$ cat src/rtl/board_test_sequencer.sv
// Board self-test scheduler: runs enabled testers in slot order and records pass/fail/timeout masks.
// Latency: progress/result seen 2 cycles late through synchronizers; done pulses 1 cycle after the last slot.
// No backpressure: testers are supervised by timeouts, and abort ends a run on the next edge.
module board_test_sequencer #(
    parameter int NTESTS    = 4,
    parameter int INIT_LEN  = 4,
    parameter int START_TMO = 1024,
    parameter int RUN_TMO   = 2**24
) (
    input  logic              clk,
    input  logic              rst_n,
    input  logic              start,
    input  logic              abort,
    input  logic [NTESTS-1:0] test_enable,
    input  logic [NTESTS-1:0] test_progress,
    input  logic [NTESTS-1:0] test_result,
    output logic [NTESTS-1:0] test_init,
    output logic              busy,
    output logic              done,
    output logic [1:0]        current_test,
    output logic [NTESTS-1:0] pass_mask,
    output logic [NTESTS-1:0] fail_mask,
    output logic [NTESTS-1:0] tmo_mask,
    output logic              aborted
);
    localparam int MAX_TMO = (START_TMO > RUN_TMO) ? START_TMO : RUN_TMO;
    localparam int CW      = (MAX_TMO > 2) ? $clog2(MAX_TMO) : 1;
    localparam int IW      = $clog2(NTESTS + 1);

    localparam logic [CW-1:0] INIT_LAST  = CW'(INIT_LEN - 1);
    localparam logic [CW-1:0] START_LAST = CW'(START_TMO - 1);
    localparam logic [CW-1:0] RUN_LAST   = CW'(RUN_TMO - 1);
    localparam logic [IW-1:0] IDX_END    = IW'(NTESTS);

    typedef enum logic [2:0] {
        S_IDLE,
        S_SELECT,
        S_LAUNCH,
        S_WAIT_START,
        S_WAIT_END,
        S_NEXT,
        S_DONE
    } state_t;

    state_t            state_q, state_d;
    logic [IW-1:0]     idx_q, idx_d;
    logic [CW-1:0]     cnt_q, cnt_d, cnt_inc;
    logic [NTESTS-1:0] en_q, en_d;
    logic [NTESTS-1:0] pass_q, pass_d;
    logic [NTESTS-1:0] fail_q, fail_d;
    logic [NTESTS-1:0] tmo_q, tmo_d;
    logic              aborted_q, aborted_d;
    logic              busy_q, busy_d;
    logic              start_q, start_d;

    logic [NTESTS-1:0] prog_meta_q, prog_sync_q;
    logic [NTESTS-1:0] res_meta_q, res_sync_q;

    logic [NTESTS-1:0] sel_oh;
    logic              start_rise;
    logic              en_bit;
    logic              prog_bit;

    always_ff @(posedge clk or negedge rst_n) begin
        if (!rst_n) begin
            prog_meta_q <= '0;
            prog_sync_q <= '0;
            res_meta_q  <= '0;
            res_sync_q  <= '0;
        end else begin
            prog_meta_q <= test_progress;
            prog_sync_q <= prog_meta_q;
            res_meta_q  <= test_result;
            res_sync_q  <= res_meta_q;
        end
    end

    // Zero once idx walks past the last slot, so no init or mask bit can be hit.
    assign sel_oh     = NTESTS'(1) << idx_q;
    assign start_rise = start & ~start_q;
    assign en_bit     = |(en_q & sel_oh);
    assign prog_bit   = |(prog_sync_q & sel_oh);
    assign cnt_inc    = (&cnt_q) ? cnt_q : cnt_q + 1'b1;

    always_comb begin
        state_d   = state_q;
        idx_d     = idx_q;
        cnt_d     = cnt_inc;
        en_d      = en_q;
        pass_d    = pass_q;
        fail_d    = fail_q;
        tmo_d     = tmo_q;
        aborted_d = aborted_q;
        busy_d    = busy_q;
        start_d   = start;

        unique case (state_q)
            S_IDLE: begin
                cnt_d = '0;
                if (start_rise) begin
                    en_d      = test_enable;
                    pass_d    = '0;
                    fail_d    = '0;
                    tmo_d     = '0;
                    aborted_d = 1'b0;
                    busy_d    = 1'b1;
                    idx_d     = '0;
                    state_d   = S_SELECT;
                end
            end
            S_SELECT: begin
                cnt_d = '0;
                if (idx_q == IDX_END) begin
                    state_d = S_DONE;
                end else if (!en_bit) begin
                    idx_d = idx_q + 1'b1;
                end else begin
                    state_d = S_LAUNCH;
                end
            end
            S_LAUNCH: begin
                if (cnt_q == INIT_LAST) begin
                    cnt_d   = '0;
                    state_d = S_WAIT_START;
                end
            end
            S_WAIT_START: begin
                if (prog_bit) begin
                    cnt_d   = '0;
                    state_d = S_WAIT_END;
                end else if (cnt_q == START_LAST) begin
                    tmo_d   = tmo_q | sel_oh;
                    state_d = S_NEXT;
                end
            end
            S_WAIT_END: begin
                if (!prog_bit) begin
                    pass_d  = pass_q | (sel_oh & res_sync_q);
                    fail_d  = fail_q | (sel_oh & ~res_sync_q);
                    state_d = S_NEXT;
                end else if (cnt_q == RUN_LAST) begin
                    tmo_d   = tmo_q | sel_oh;
                    state_d = S_NEXT;
                end
            end
            S_NEXT: begin
                cnt_d   = '0;
                idx_d   = idx_q + 1'b1;
                state_d = S_SELECT;
            end
            S_DONE: begin
                cnt_d   = '0;
                busy_d  = 1'b0;
                state_d = S_IDLE;
            end
            default: begin
                cnt_d   = '0;
                state_d = S_IDLE;
            end
        endcase

        // Abort wins over any completion or timeout decided above on this edge.
        if (abort && (state_q != S_IDLE) && (state_q != S_DONE)) begin
            state_d   = S_DONE;
            aborted_d = 1'b1;
            idx_d     = idx_q;
            cnt_d     = '0;
            pass_d    = pass_q;
            fail_d    = fail_q;
            tmo_d     = tmo_q;
        end
    end

    always_ff @(posedge clk or negedge rst_n) begin
        if (!rst_n) begin
            state_q   <= S_IDLE;
            idx_q     <= '0;
            cnt_q     <= '0;
            en_q      <= '0;
            pass_q    <= '0;
            fail_q    <= '0;
            tmo_q     <= '0;
            aborted_q <= 1'b0;
            busy_q    <= 1'b0;
            start_q   <= 1'b0;
        end else begin
            state_q   <= state_d;
            idx_q     <= idx_d;
            cnt_q     <= cnt_d;
            en_q      <= en_d;
            pass_q    <= pass_d;
            fail_q    <= fail_d;
            tmo_q     <= tmo_d;
            aborted_q <= aborted_d;
            busy_q    <= busy_d;
            start_q   <= start_d;
        end
    end

    // Decoded straight from flops so an async reset drops init immediately.
    assign test_init    = (state_q == S_LAUNCH) ? sel_oh : '0;
    assign done         = (state_q == S_DONE);
    assign busy         = busy_q;
    assign current_test = 2'(idx_q);
    assign pass_mask    = pass_q;
    assign fail_mask    = fail_q;
    assign tmo_mask     = tmo_q;
    assign aborted      = aborted_q;
endmodule
$ cat config.mk
export PLATFORM = sky130hd
export DESIGN_NAME = board_test_sequencer
export DESIGN_NICKNAME = d
export VERILOG_FILES = /design/src/rtl/board_test_sequencer.sv
export SDC_FILE = /design/constraint.sdc
export NUM_CORES = 1
export LEC_CHECK = 0
export CELL_PAD_IN_SITES_DETAIL_PLACEMENT = 0
export CELL_PAD_IN_SITES_GLOBAL_PLACEMENT = 1
export CORE_UTILIZATION = 43
export DETAILED_ROUTE_END_ITERATION = 8
export GPL_TIMING_DRIVEN = 0
export PLACE_DENSITY_LB_ADDON = 0.1
export SYNTH_ARGS = -nofsm -noshare
export SYNTH_HDL_FRONTEND = slang
export SYNTH_SLANG_ARGS = --single-unit
export TNS_END_PERCENT = 50
$ cat constraint.sdc
create_clock -name clk -period 2.7 [get_ports clk]
set_clock_uncertainty 0.15 [all_clocks]
set_input_delay 0.54 -clock clk [delete_from_list [all_inputs] [get_ports clk]]
set_output_delay 0.54 -clock clk [all_outputs]
set_load 0.02 [all_outputs]
* Word level (Yosys, flattened, before mapping)
Index checks and enable logic that the tools add are counted.
Cells by class: multiplexer cells 35, eq/ne operators 24, bitwise operators 11, reductions and logical operators 20, shift-type cells 1, add/subtract/negate cells 2
Operators with widths (number):
- $mux 24 | 4
- $pmux 24 s3 | 1
- $mux 3 | 12
- $mux 4 | 8
- $add 24x1->24 const B | 1
- $eq 24x10->1 const B | 1
- $eq 24x2->1 const B | 1
- $eq 24x24->1 const B | 1
- $reduce_and 24->1 | 1
- $pmux 3 s6 | 1
- $and 4x4->4 | 4
- $ne 2x2->1 const B | 8
- $pmux 4 s2 | 2
- $eq 3x3->1 const B | 4
- $ne 4x4->1 const B | 3
- $or 4x4->4 | 3
- $pmux 4 s3 | 1
- $reduce_and 5->1 | 2
- $ne 3x3->1 const B | 3
- $pmux 3 s3 | 1
- $reduce_bool 3->1 | 3
- $reduce_bool 2->1 | 4
- $reduce_or 4->1 | 2
- $reduce_and 7->1 | 1
- 13 further kinds | 21
Storage, ports and cells: bits in registers 65, logic and storage cells 107, output and inout bits 21, input bits 16

* Depth between registers and ports, before layout
depth in word-level cells 7, depth in mapped cells 8

* Worst setup path before layout
Ideal clock, no wire load.
kind flip-flop to flip-flop, start point register idx_q[0], end point register cnt_q[0], path slack 0.226 ns, arrival time 2.251 ns, cell stages (with the launch flop) 9, clock period less this slack 2.474 ns, path buffers 1, cells stage by stage dfrtp_1 > ha_1 > ha_1 > and2_1 > a221o_1 > or4_1 > a31o_2 > buf_2 > nor2_1
On the way: cells in the longest elaborated chain, start to end 6
RTL lines:
- from (decl) | RTL line 46 | logic [IW-1:0] idx_q, idx_d;
- from (signal assigned) | RTL line 188 | idx_q <= idx_d;
- $shl 1x3->4 | RTL line 79 | assign sel_oh = NTESTS'(1) << idx_q;
- $and 4x4->4 | RTL line 82 | assign prog_bit = |(prog_sync_q & sel_oh);
- $reduce_or 4->1 | RTL line 82
- $mux 24 | RTL line 128 | if (prog_bit) begin
- $pmux 24 s3 | RTL line 97 | unique case (state_q)
- $mux 24 | RTL line 163 | if (abort && (state_q != S_IDLE) && (state_q != S_DONE)) begin
- net cnt_d[0] | RTL line 47 | logic [CW-1:0] cnt_q, cnt_d, cnt_inc;
- to (signal assigned) | RTL line 189 | cnt_q <= cnt_d;
- to (decl) | RTL line 47
The timed path passes the listed nets, and every way through them passes these cells. A chain may end at the register's enable or synchronous reset.

* Worst setup path in the final report
start point register idx_q[0], end point register state_q[0]
On the way: cells in the longest elaborated chain, start to end 6
RTL lines:
- $shl 1x3->4 | RTL line 79
- $and 4x4->4 | RTL line 82
- $reduce_or 4->1 | RTL line 82
- $mux 3 (on tied branches) | RTL line 137, 128
- $pmux 3 s6 | RTL line 97
- $mux 3 | RTL line 163
- to (signal assigned) | RTL line 187 | state_q <= state_d;
- to (decl) | RTL line 45 | state_t state_q, state_d;
Several ways; a longest one is shown, not always the timed one.

==> flow_metrics.py <==
metrics = {
    "global_route": {
        "grt_max_degree": 66,
        "overflow": 0,
        "first_global_vias": 2269,
        "grtUsageTotal_pct": 19.4,
        "grt_pass1_wl_um": 11000,
        "antenna_found_initial": 0,
    },
    "setup_path": {
        "cp-start-kind": "flip-flop",
        "critPathMaxFanout": 5,
        "endpoint_kind": "flip-flop",
        "worstPathRequired_ns": 2.82,
        "startpoint": "idx_q[0]",
        "regToRegStartpoint": "idx_q[0]",
        "critPathKind": "flip-flop to flip-flop",
        "cp.arrival_ns": 2.77,
    },
    "timing": {
        "tightest_slew_ns": 1.00,
        "tns_ns": 0,
        "rsz0062_at_grt": "yes",
        "setup_viol": 0,
        "timing.hold.ws_ns": 0.143,
        "min_period_ns": 2.65,
        "slew_headroom_pct": 32.7,
        "max_freq_ghz": 0.377,
        "fin_crit_sh_pct": 98.1,
        "slew_violations": 0,
        "hold_viol_final": 0,
    },
    "logic_synthesis": {
        "netlist.area_leader.share_pct": 53.9,
        "synthTopCellsByArea": "dfrtp_1 (54%), nor2_1 (5.1%), xnor2_1 (3.8%)",
        "ys_ff_latch": 65,
        "synth_top_family_by_area": "simple AND/OR/NAND/NOR gates",
        "synth_edf_count": 0,
        "synthCells": 299,
        "synth_fa_ha_area_share_pct": 2.49,
        "syn_avg_cell_area_um2": 10.1,
        "synthMuxAreaShare_pct": 2.86,
        "yosys.area_share.simple_pct": 21.4,
        "synth_commonest_cells": "dfrtp_1 (65), nor2_1 (41), nand2_1 (27)",
        "synthArstFlopShare_pct": 100,
        "synth_most_common_cell": "dfrtp_1",
        "ys_types": 49,
        "synth_fp_nets": 321,
        "synth_xor_area_share_pct": 5.51,
        "yosysSeqAreaShare_pct": 53.9,
        "synth-compound-area-share_pct": 9.95,
        "synth_top_area_cell": "dfrtp_1",
        "synth-main-ff-cell": "dfrtp_1",
        "syn_area_um2": 3020,
        "yosysWarnings": 0,
    },
    "final_layout": {
        "final-instance-count-excl-fill": 451,
        "area_growth_syn_to_layout_pct": 27.7,
        "antennaDiodeCount": 0,
        "fill_cells": 607,
        "nNetsFinal": 372,
        "drive_gt1_share_pct": 15.5,
    },
    "routing": {
        "vias": 2337,
        "drt-total-wl_um": 6490,
        "vias_per_cell": 5.18,
        "dr.pass1.iters": 4,
        "drc_errors": 0,
        "antenna_left": 0,
        "drt_iter0_markers": 127,
        "post_drt_wl_per_cell_um": 14.4,
    },
    "clock_network": {
        "cts_buffers": 9,
        "cts_buffer_depth": 2,
        "cts_tree": "done",
        "holdBufCountCts": 0,
        "cts_root_buf": "clkbuf_8",
        "clkSinkCount": 65,
        "insertion_delay_ns": 0.34,
        "clk_pin_slew_worst_paths_ns": 0.08,
        "h-tree-depth": 3,
    },
    "pwr": {
        "finalPower_w": 0.00336,
        "powerDensity_nw_per_um2": 873,
        "total_leakage_power_nw": 1.63,
        "vdd_drop_max_mv": 0.426,
    },
    "placed_design": {
        "port_buffers": 35,
        "placedCellCount": 430,
        "globalplace.congestion": 0.764,
        "hpwl_um": 4380,
    },
    "hold_path": {
        "min_path_type": "input port to asynchronous set/reset pin",
    },
    "floorplanning": {
        "rows": 30,
        "die-height_um": 85.8,
        "die_area_um2": 7360,
        "io_pins": 37,
        "start_util_pct": 44.4,
        "die_w_um": 85.8,
        "core_um2": 6790,
    },
    "status": {
        "status": "completed",
    },
    "run": {
        "drv_cap": 0,
    },
}
## routing by layer
| layer | track usage [%] | wire length [um] |
|---|---|---|
| met5 | 0 | 0 |
| met4 | 6.21 | 75 |
| met3 | 5.49 | 201 |
| met2 | 28.7 | 2920 |
| met1 | 27.7 | 3290 |
## stage by stage
stage          setup slack, ns  area, um^2  util [%]
6_report                0.0502        3850      56.7
5_1_grt                -0.0695        3850      56.7
4_1_cts                0.00840        3760      55.3
3_5_place_dp            -0.111        3490      51.3
3_3_place_gp             -1.24        3490      51.3
2_1_floorplan            0.226        3020         -
## critical path, cell delays in order (launching register included)
cell and delay [ns]:
dfrtp_1 0.42, buf_4 0.15, ha_1 0.21, ha_4 0.18, and2_1 0.15, a221o_1 0.30, or4_4 0.47, o32ai_2 0.17
nand3b_1 0.19, mux2i_1 0.19
## cell type report
type / instances / area [um^2] / share of cell area [%]
Buffer: 11 / 72.6 / 1.88
Clock buffer: 9 / 124 / 3.21
Clock inverter: 7 / 83.8 / 2.18
Inverter: 16 / 60.1 / 1.56
Multi-Input combinational cell: 207 / 1370 / 35.6
Sequential cell: 65 / 1630 / 42.2
Tap cell: 96 / 120 / 3.12
Timing Repair Buffer: 40 / 395 / 10.3
## repair_timing
item                       in CTS  in global routing
resized for setup              17                 15
pin swaps                       0                  4
buffers inserted                3                  2
setup endpoints to repair      38                 32
## cells by family (layout without fill, tap and decap cells)
logic type / count (synthesis) / after routing
muxes: 8 / 8
xor gates and xnor gates: 19 / 19
AOI/OAI and AO/OA: 46 / 46
and+or+nand+nor: 128 / 128
DFF: 65 / 65
buffers and inverters: 27 / 83
adders and majority gates: 6 / 6
## worst paths after layout
kind / to / slack [ns] / depth (start not counted)
max: state_q[0] / 0.05 / 9
min: cnt_q[16] / 0.14 / 1
max reg2reg: state_q[0] / 0.05 / 9
min reg2reg: prog_sync_q[2] / 0.20 / 0
max in group asynchronous: idx_q[2] / 1.70 / 1
min in group clk: prog_sync_q[2] / 0.20 / 0
## state kept, by name (all words and copies together) (netlist names)
name and cells:
start_q 1, prog_meta_q 4, state_q 3, fail_mask 4
prog_sync_q 4, tmo_mask 4, res_sync_q 4, aborted 1
idx_q 3, cnt_q 24, en_q 4, busy 1
pass_mask 4, res_meta_q 4
## placed cells by master (no fill, tap or decap), drive strengths merged, types with 2 or more instances in the layout
cell,netlist,routed
clkdlybuf4s50,0,29
xor2,6,6
nor2b,4,4
ha,6,6
o21ai,7,7
nand3,7,7
nor3,12,12
dfrtp,65,65
xnor2,13,13
o21bai,2,2
nor4,9,9
mux2i,3,3
or3,7,7
nor2,41,41
mux2,5,5
nand2b,2,2
buf,5,11
and3,5,5
clkbuf,6,15
a21oi,11,11
nand2,27,27
inv,16,21
a31oi,8,8
o22ai,4,4
dlygate4sd2,0,4
nand4,9,9
## power by group
| group | switching [W] | total (W) | internal, W |
|---|---|---|---|
| clock | 0.000427 | 0.000872 | 0.000446 |
| sequential | 0.000133 | 0.00127 | 0.00114 |
| combinational | 0.000671 | 0.00122 | 0.000547 |
| total | 0.00123 | 0.00336 | 0.00213 |
Power figures use the tool's default switching activity.
